`src/rtl/mux_tree_pipe_if.sv`:
```
// rtl/mux_tree_pipe_if.sv - handshake bundle for the pipelined N:1 selection tree
//
// Signals (widths from parameters W, N; L = log2(N)):
//   din       N*W  flat channel bus, channel k at [k*W+W-1 : k*W]
//   sel       L    channel index used in direct mode
//   mode      1    0 = direct select, 1 = auto-scan
//   in_valid  1    beat offered on din/sel
//   in_ready  1    beat accepted when in_valid && in_ready
//   dout      W    selected channel data
//   out_ch    L    channel index that produced dout
//   out_valid 1    dout/out_ch hold a valid beat
//   out_ready 1    downstream accepts when out_valid && out_ready
// Modports: master = upstream/downstream environment, slave = the tree.
interface mux_tree_pipe_if #(
  parameter int W = 8,
  parameter int N = 8
);
  localparam int L = $clog2(N);

  logic [N*W-1:0] din;
  logic [L-1:0]   sel;
  logic           mode;
  logic           in_valid;
  logic           in_ready;
  logic [W-1:0]   dout;
  logic [L-1:0]   out_ch;
  logic           out_valid;
  logic           out_ready;

  modport master (
    output din, sel, mode, in_valid, out_ready,
    input  in_ready, dout, out_ch, out_valid
  );

  modport slave (
    input  din, sel, mode, in_valid, out_ready,
    output in_ready, dout, out_ch, out_valid
  );
endinterface

```
`src/rtl/mux_tree_pipe.sv`:
```
// rtl/mux_tree_pipe.sv - N:1 channel selection built as an L-level 2:1 tree with valid/ready flow
//
// Parameters: W (data width, >= 1), N (channel count, power of two, >= 2).
// Ports:
//   clk    rising-edge clock
//   rst_n  asynchronous active-low reset
//   bus    mux_tree_pipe_if.slave (din, sel, mode, in_valid, in_ready,
//          dout, out_ch, out_valid, out_ready)
// Configuration macro MUX_TREE_PIPE_STAGE_EN:
//   defined   -> every tree level is registered, latency = log2(N)
//   undefined -> combinational tree plus one output register, latency = 1
module mux_tree_pipe #(
  parameter int W = 8,
  parameter int N = 8
) (
  input logic           clk,
  input logic           rst_n,
  mux_tree_pipe_if.slave bus
);
  localparam int L = $clog2(N);

  logic         stall;
  logic         accept;
  logic [L-1:0] scan_cnt;
  logic [L-1:0] idx_in;

  // The whole pipeline freezes as one unit whenever the output is blocked,
  // so upstream acceptance depends only on the last stage.
  assign stall        = bus.out_valid & ~bus.out_ready;
  assign bus.in_ready = ~stall;
  assign accept       = bus.in_valid & ~stall;
  assign idx_in       = bus.mode ? scan_cnt : bus.sel;

  // N is a power of two, so the natural L-bit rollover gives the N-1 -> 0 wrap.
  always_ff @(posedge clk or negedge rst_n) begin
    if (!rst_n) begin
      scan_cnt <= '0;
    end else if (!stall) begin
      if (!bus.mode) begin
        scan_cnt <= '0;
      end else if (bus.in_valid) begin
        scan_cnt <= scan_cnt + 1'b1;
      end
    end
  end

  // Level l holds N>>l candidate channels. Level 0 is the raw input; each
  // later level halves the candidates using index bit l-1 of the beat's own
  // index, so the index travels with the data through the tree.
  for (genvar l = 0; l <= L; l++) begin : g_lvl
    localparam int CH = N >> l;

    logic [CH*W-1:0] d;
    logic [L-1:0]    idx;
    logic            vld;

    if (l == 0) begin : g_src
      assign d   = bus.din;
      assign idx = idx_in;
      assign vld = accept;
    end else begin : g_node
      logic [CH*W-1:0] mux;

      always_comb begin
        mux = '0;
        for (int j = 0; j < CH; j++) begin
          mux[j*W +: W] = g_lvl[l-1].idx[l-1] ? g_lvl[l-1].d[(2*j+1)*W +: W]
                                              : g_lvl[l-1].d[(2*j)*W +: W];
        end
      end

`ifdef MUX_TREE_PIPE_STAGE_EN
      // Every level is a pipeline stage; a bubble simply carries vld=0.
      always_ff @(posedge clk or negedge rst_n) begin
        if (!rst_n) begin
          d   <= '0;
          idx <= '0;
          vld <= 1'b0;
        end else if (!stall) begin
          d   <= mux;
          idx <= g_lvl[l-1].idx;
          vld <= g_lvl[l-1].vld;
        end
      end
`else
      if (l == L) begin : g_out_reg
        always_ff @(posedge clk or negedge rst_n) begin
          if (!rst_n) begin
            d   <= '0;
            idx <= '0;
            vld <= 1'b0;
          end else if (!stall) begin
            d   <= mux;
            idx <= g_lvl[l-1].idx;
            vld <= g_lvl[l-1].vld;
          end
        end
      end else begin : g_comb
        assign d   = mux;
        assign idx = g_lvl[l-1].idx;
        assign vld = g_lvl[l-1].vld;
      end
`endif
    end
  end

  assign bus.dout      = g_lvl[L].d;
  assign bus.out_ch    = g_lvl[L].idx;
  assign bus.out_valid = g_lvl[L].vld;
endmodule

```
`src/flat_wrapper.sv`:
```
// flat-port wrapper written by rule: the top's interface ports become plain ports
module mux_tree_pipe_flat 
#(
  parameter int W = 8,
  parameter int N = 8
)
  (clk, rst_n, bus_din, bus_sel, bus_mode, bus_in_valid, bus_out_ready, bus_in_ready, bus_dout, bus_out_ch, bus_out_valid);
  mux_tree_pipe_if #(.W(W), .N(N)) bus_i ();
  input logic clk;
  input logic rst_n;
  input wire logic [$bits(bus_i.din)-1:0] bus_din;
  input wire logic [$bits(bus_i.sel)-1:0] bus_sel;
  input wire logic [$bits(bus_i.mode)-1:0] bus_mode;
  input wire logic [$bits(bus_i.in_valid)-1:0] bus_in_valid;
  input wire logic [$bits(bus_i.out_ready)-1:0] bus_out_ready;
  output wire logic [$bits(bus_i.in_ready)-1:0] bus_in_ready;
  output wire logic [$bits(bus_i.dout)-1:0] bus_dout;
  output wire logic [$bits(bus_i.out_ch)-1:0] bus_out_ch;
  output wire logic [$bits(bus_i.out_valid)-1:0] bus_out_valid;
  assign bus_i.din = bus_din;
  assign bus_i.sel = bus_sel;
  assign bus_i.mode = bus_mode;
  assign bus_i.in_valid = bus_in_valid;
  assign bus_i.out_ready = bus_out_ready;
  assign bus_in_ready = bus_i.in_ready;
  assign bus_dout = bus_i.dout;
  assign bus_out_ch = bus_i.out_ch;
  assign bus_out_valid = bus_i.out_valid;
  mux_tree_pipe #(.W(W), .N(N)) u_core (.clk(clk), .rst_n(rst_n), .bus(bus_i));
endmodule
```
`config.mk`:
```
export PLATFORM = sky130hd
export DESIGN_NAME = mux_tree_pipe_flat
export DESIGN_NICKNAME = d
export VERILOG_FILES = /design/src/rtl/mux_tree_pipe_if.sv /design/src/rtl/mux_tree_pipe.sv /design/src/flat_wrapper.sv
export SDC_FILE = /design/constraint.sdc
export NUM_CORES = 1
export LEC_CHECK = 0
export ABC_AREA = 0
export CORE_MARGIN = 8
export CORE_UTILIZATION = 35
export CTS_CLUSTER_SIZE = 8
export DETAILED_ROUTE_END_ITERATION = 8
export PLACE_DENSITY = 0.84
export SLEW_MARGIN = 20
export SYNTH_ARGS = -nofsm -noshare
export SYNTH_HDL_FRONTEND = slang
export SYNTH_SLANG_ARGS = --single-unit
```
`constraint.sdc`:
```
create_clock -name clk -period 2.08 [get_ports clk]
set_input_delay 0.624 -clock clk [delete_from_list [all_inputs] [get_ports clk]]
set_output_delay 0.624 -clock clk [all_outputs]
set_load 0.1 [all_outputs]
```
==> metrics.log, run 1 <==
INFO  metric crit_end_category = flip-flop
INFO  metric grt_pass1_vias = 1,597
INFO  metric synth-edff-count = 0
INFO  metric synth_compound_area_share = 14.2%
INFO  metric largest_family_of_logic_cells_by_synthesized_area = multiplexers
INFO  metric power.share.clock = 11.5%
INFO  metric power_frac_comb = 63.6%
INFO  metric routed_wire_length = 4910 um
INFO  metric worst_path_dominant_cell_family = multiplexers
INFO  metric number_of_nets_at_the_end_of_the_flow = 286
INFO  metric ff2ff_setup_slack = 0.28 ns
INFO  metric p_leak = 1.07 nW
INFO  metric crit-reg2reg-capture = u_core.bus.dout[3]
INFO  metric vias = 1,371
INFO  metric post_synth_mux_area_share = 41.3%
INFO  metric antenna_violating_nets_post_route = 0
INFO  metric timing.critical_path.fanout_max = 6
INFO  metric insertedDiodeCount = 0
INFO  metric cp_slowest_cell = mux2_2
INFO  metric nFillCells = 265
INFO  metric gr-total-overflow = 0
INFO  metric setup_viol_count_final = 0
INFO  metric drive_gt1_share = 30.7%
INFO  metric tritoncts_num_sinks = 15
INFO  metric worst-endpoint-arrival = 2.19 ns
INFO  metric fin_crit = 2.01 ns
INFO  metric power.density = 674 mW/mm2
INFO  metric synth_simple_gate_area_share = 6.47%
INFO  metric postSynthRegisterBits = 15
INFO  metric run_status = completed
INFO  metric h_tree_levels = 1
INFO  metric pin_count_of_the_biggest_net_entering_global_routing = 16
INFO  metric ir_drop = 0.292 mV
INFO  metric io_pins = 85
INFO  metric synth.distinct_cells = 26
INFO  metric fp.dieArea = 0.00556 mm2
INFO  metric synth_warnings = 0
INFO  metric die_height = 74.6 um
INFO  metric clk_path_buf_depth = 2
INFO  metric setup_total_negative_slack = 0 ns
INFO  metric root_buffer = clkbuf_4
INFO  metric grt_first_pass_wirelength = 7570 um
INFO  metric initial_core_util = 36.2%
INFO  metric r2r_startpoint = u_core.scan_cnt[0]
INFO  metric syn-instance-count = 109
INFO  metric slew_headroom = 78.1%
INFO  metric power_switching_share = 44.2%
INFO  metric p_sw = 0.708 mW
INFO  metric grt_usage = 17.9%
INFO  metric layout-area-overhead-vs-synth = 98.2%
INFO  metric crit_path_max_incr_delay = 0.33 ns
INFO  metric yosys.area_share.xor_xnor = 0%
INFO  metric ys_async_sr_fraction = 100%
INFO  metric min_path_type = in -> async
INFO  metric worstPathRequired = 2.26 ns
INFO  metric vias_per_cell = 5.31
INFO  metric postSynthNetCount = 182
INFO  metric drt-pass1-iter-count = 4
INFO  metric report.final.hold_viol_count = 0
INFO  metric fp.coreArea = 0.00331 mm2
INFO  metric clock_insertion_delay_worst_skew = 0.29 ns
INFO  metric layout.core_utilization = 71.8%
INFO  metric grt_setup_unrepaired = false
INFO  metric number_of_pins_exceeding_their_max_slew_limit_in_the_final_report = 0
INFO  metric multiInputGateArea = 756 um2
INFO  metric worstPathCellList = clkdlybuf4s15_1, mux2i_4, buf_8, buf_4, mux2_2, a222oi_1, o21ai_1
INFO  metric share_seq_of_total_power = 24.9%
INFO  metric number_of_drc_markers_in_iteration_0 = 95
INFO  metric worst_setup_hold_path_clk_slew = 0.11 ns
INFO  metric crit_path_start_kind = primary input
INFO  metric detail_route.wl_per_cell = 19.0 um
INFO  metric dp_hpwl = 3990 um
INFO  metric synth_ff_type = dfrtp_1
INFO  metric tritoncts.num_buffers = 3
INFO  metric max_cap_viol_count = 0
INFO  metric antenna_violations_before_repair = 0
INFO  metric internal_power = 0.895 mW
INFO  metric transition_at_the_pin_with_the_smallest_max_transition_slack = 0.319 ns
INFO  metric remaining_drc_errors = 0
INFO  metric chipWidth = 74.6 um
INFO  metric synth_area_per_cell = 11.0 um2
INFO  metric register_area = 377 um2
INFO  metric numPortBuffers = 84
INFO  metric synth.yosys.seq_area_share = 31.3%
INFO  metric critPathBufInv = 3
INFO  metric crit_type = in -> reg
INFO  metric fin_crit_sh = 96.8%
INFO  metric cts_tree = done
INFO  metric syn_area = 0.00120 mm2
INFO  metric floorplan.rows = 21
INFO  metric maxClockFrequency = 496 MHz
INFO  metric post_synth_fa_ha_maj_area_fraction = 1.04%
INFO  metric timing.reg2reg.worst_path_depth = 6
INFO  metric finClkSkew = 0.00214 ns
INFO  metric routabilityCongestion = 0.809
-- logic make-up (layout without fill, tap and decap cells) --
| logic type | Yosys count | count (layout) |
|---|---|---|
| buffers and inverters | 10 | 113 |
| flip-flops | 15 | 15 |
| multiplexers | 44 | 44 |
| AND/OR/NAND/NOR | 16 | 16 |
| AO/OA/AOI/OAI | 23 | 23 |
| adder cells (fa/ha/maj) | 1 | 1 |
-- power by group through the flow --
stage	sequential, mW	clock [mW]	combinational, mW
final	0.399	0.184	1.02
after detailed placement	0.405	0	0.995
after CTS	0.399	0.187	1.02
after floorplan	0.696	0	0.254
after global placement	0.401	0	0.972
after global routing	0.405	0.201	1.06
-- cells in the mapped netlist, drive strengths merged, types with 2 or more instances --
cell     n  share of area, %
a21oi    2              0.83
a222oi   7               5.8
a22o     2               1.5
buf      5               4.2
clkbuf   3              0.94
dfrtp   15                31
inv      2              0.63
mux2    22                22
mux2i   22                19
nand2    5               1.6
nor2     5               1.6
nor3     2              0.83
o21ai    8               3.3
-- how the worst max path moves through the flow --
stage	from	to	cells past startpoint
4_1_cts	bus_mode	u_core.bus.dout[3]	7
5_1_grt	bus_mode	u_core.bus.dout[3]	7
2_1_floorplan	u_core.bus.out_valid	bus_in_ready	4
6_report	bus_mode	u_core.bus.dout[3]	7
3_5_place_dp	bus_mode	u_core.bus.dout[1]	6
3_3_place_gp	bus_mode	u_core.bus.dout[3]	6
-- through the flow --
stage	hold WS [ns]	setup WS [ns]	cells	area (um2)	power (mW)
finish	0.587	0.0656	258	2380	1.60
global route	0.607	0.0243	258	2380	1.66
CTS	0.591	0.0720	258	2380	1.61
detailed placement	0.572	-0.540	248	2300	1.40
global placement	0.535	-0.424	248	2300	1.37
floorplan	0.328	0.0149	109	1200	0.950
-- per-layer routing --
metal  vias to the layer above  wire (um)  GRT usage, %
li1                        626          -             -
met1                       662       1740          17.1
met2                        69       2630          34.0
met3                        14        404          5.39
met4                         0        137          8.48
met5                         -          0             0
-- registers in the layout, indices dropped and copies added (netlist names) --
| signal | flops |
|---|---|
| u_core.bus.out_valid | 1 |
| u_core.bus.dout | 8 |
| u_core.bus.out_ch | 3 |
| u_core.scan_cnt | 3 |
-- worst reg2reg max path, cell delays in order (launching register included) --
cell and delay, ns:
dfrtp_1 0.46, mux2i_4 0.23, buf_8 0.17, buf_4 0.14, mux2_2 0.33, a222oi_1 0.25, o21ai_1 0.11
-- cell type report --
cell class	instances	share of cell area (%)
Timing Repair Buffer	107	48.5
Multi-Input combinational cell	84	31.8
Sequential cell	15	15.8
Tap cell	46	2.42
Clock buffer	3	0.947
Inverter	2	0.316
Clock inverter	1	0.210
-- layout by cell type (no fill, tap or decap), drive strengths merged, types with 2 or more instances in the layout --
| master | instances |
|---|---|
| nor3 | 2 |
| nand2 | 5 |
| a22o | 2 |
| clkdlybuf4s50 | 68 |
| mux2i | 22 |
| clkbuf | 3 |
| dlygate4sd2 | 2 |
| a21oi | 2 |
| mux2 | 22 |
| a222oi | 7 |
| dfrtp | 15 |
| inv | 2 |
| nor2 | 5 |
| buf | 36 |
| o21ai | 8 |
-- repair_timing --
item	in CTS	in global routing
pin swaps	2	0
setup endpoints to repair	9	2
hold buffers	0	0
cloned	1	0
setup buffers	5	0
resized for setup	9	1
(Power assumes the default switching activity.)
==> run 2, diff against run 1 <==
- SLEW_MARGIN: 20 -> 10
==> results of run 2 <==
No change in the layout: final DEF, timing and power equal those of run 1.
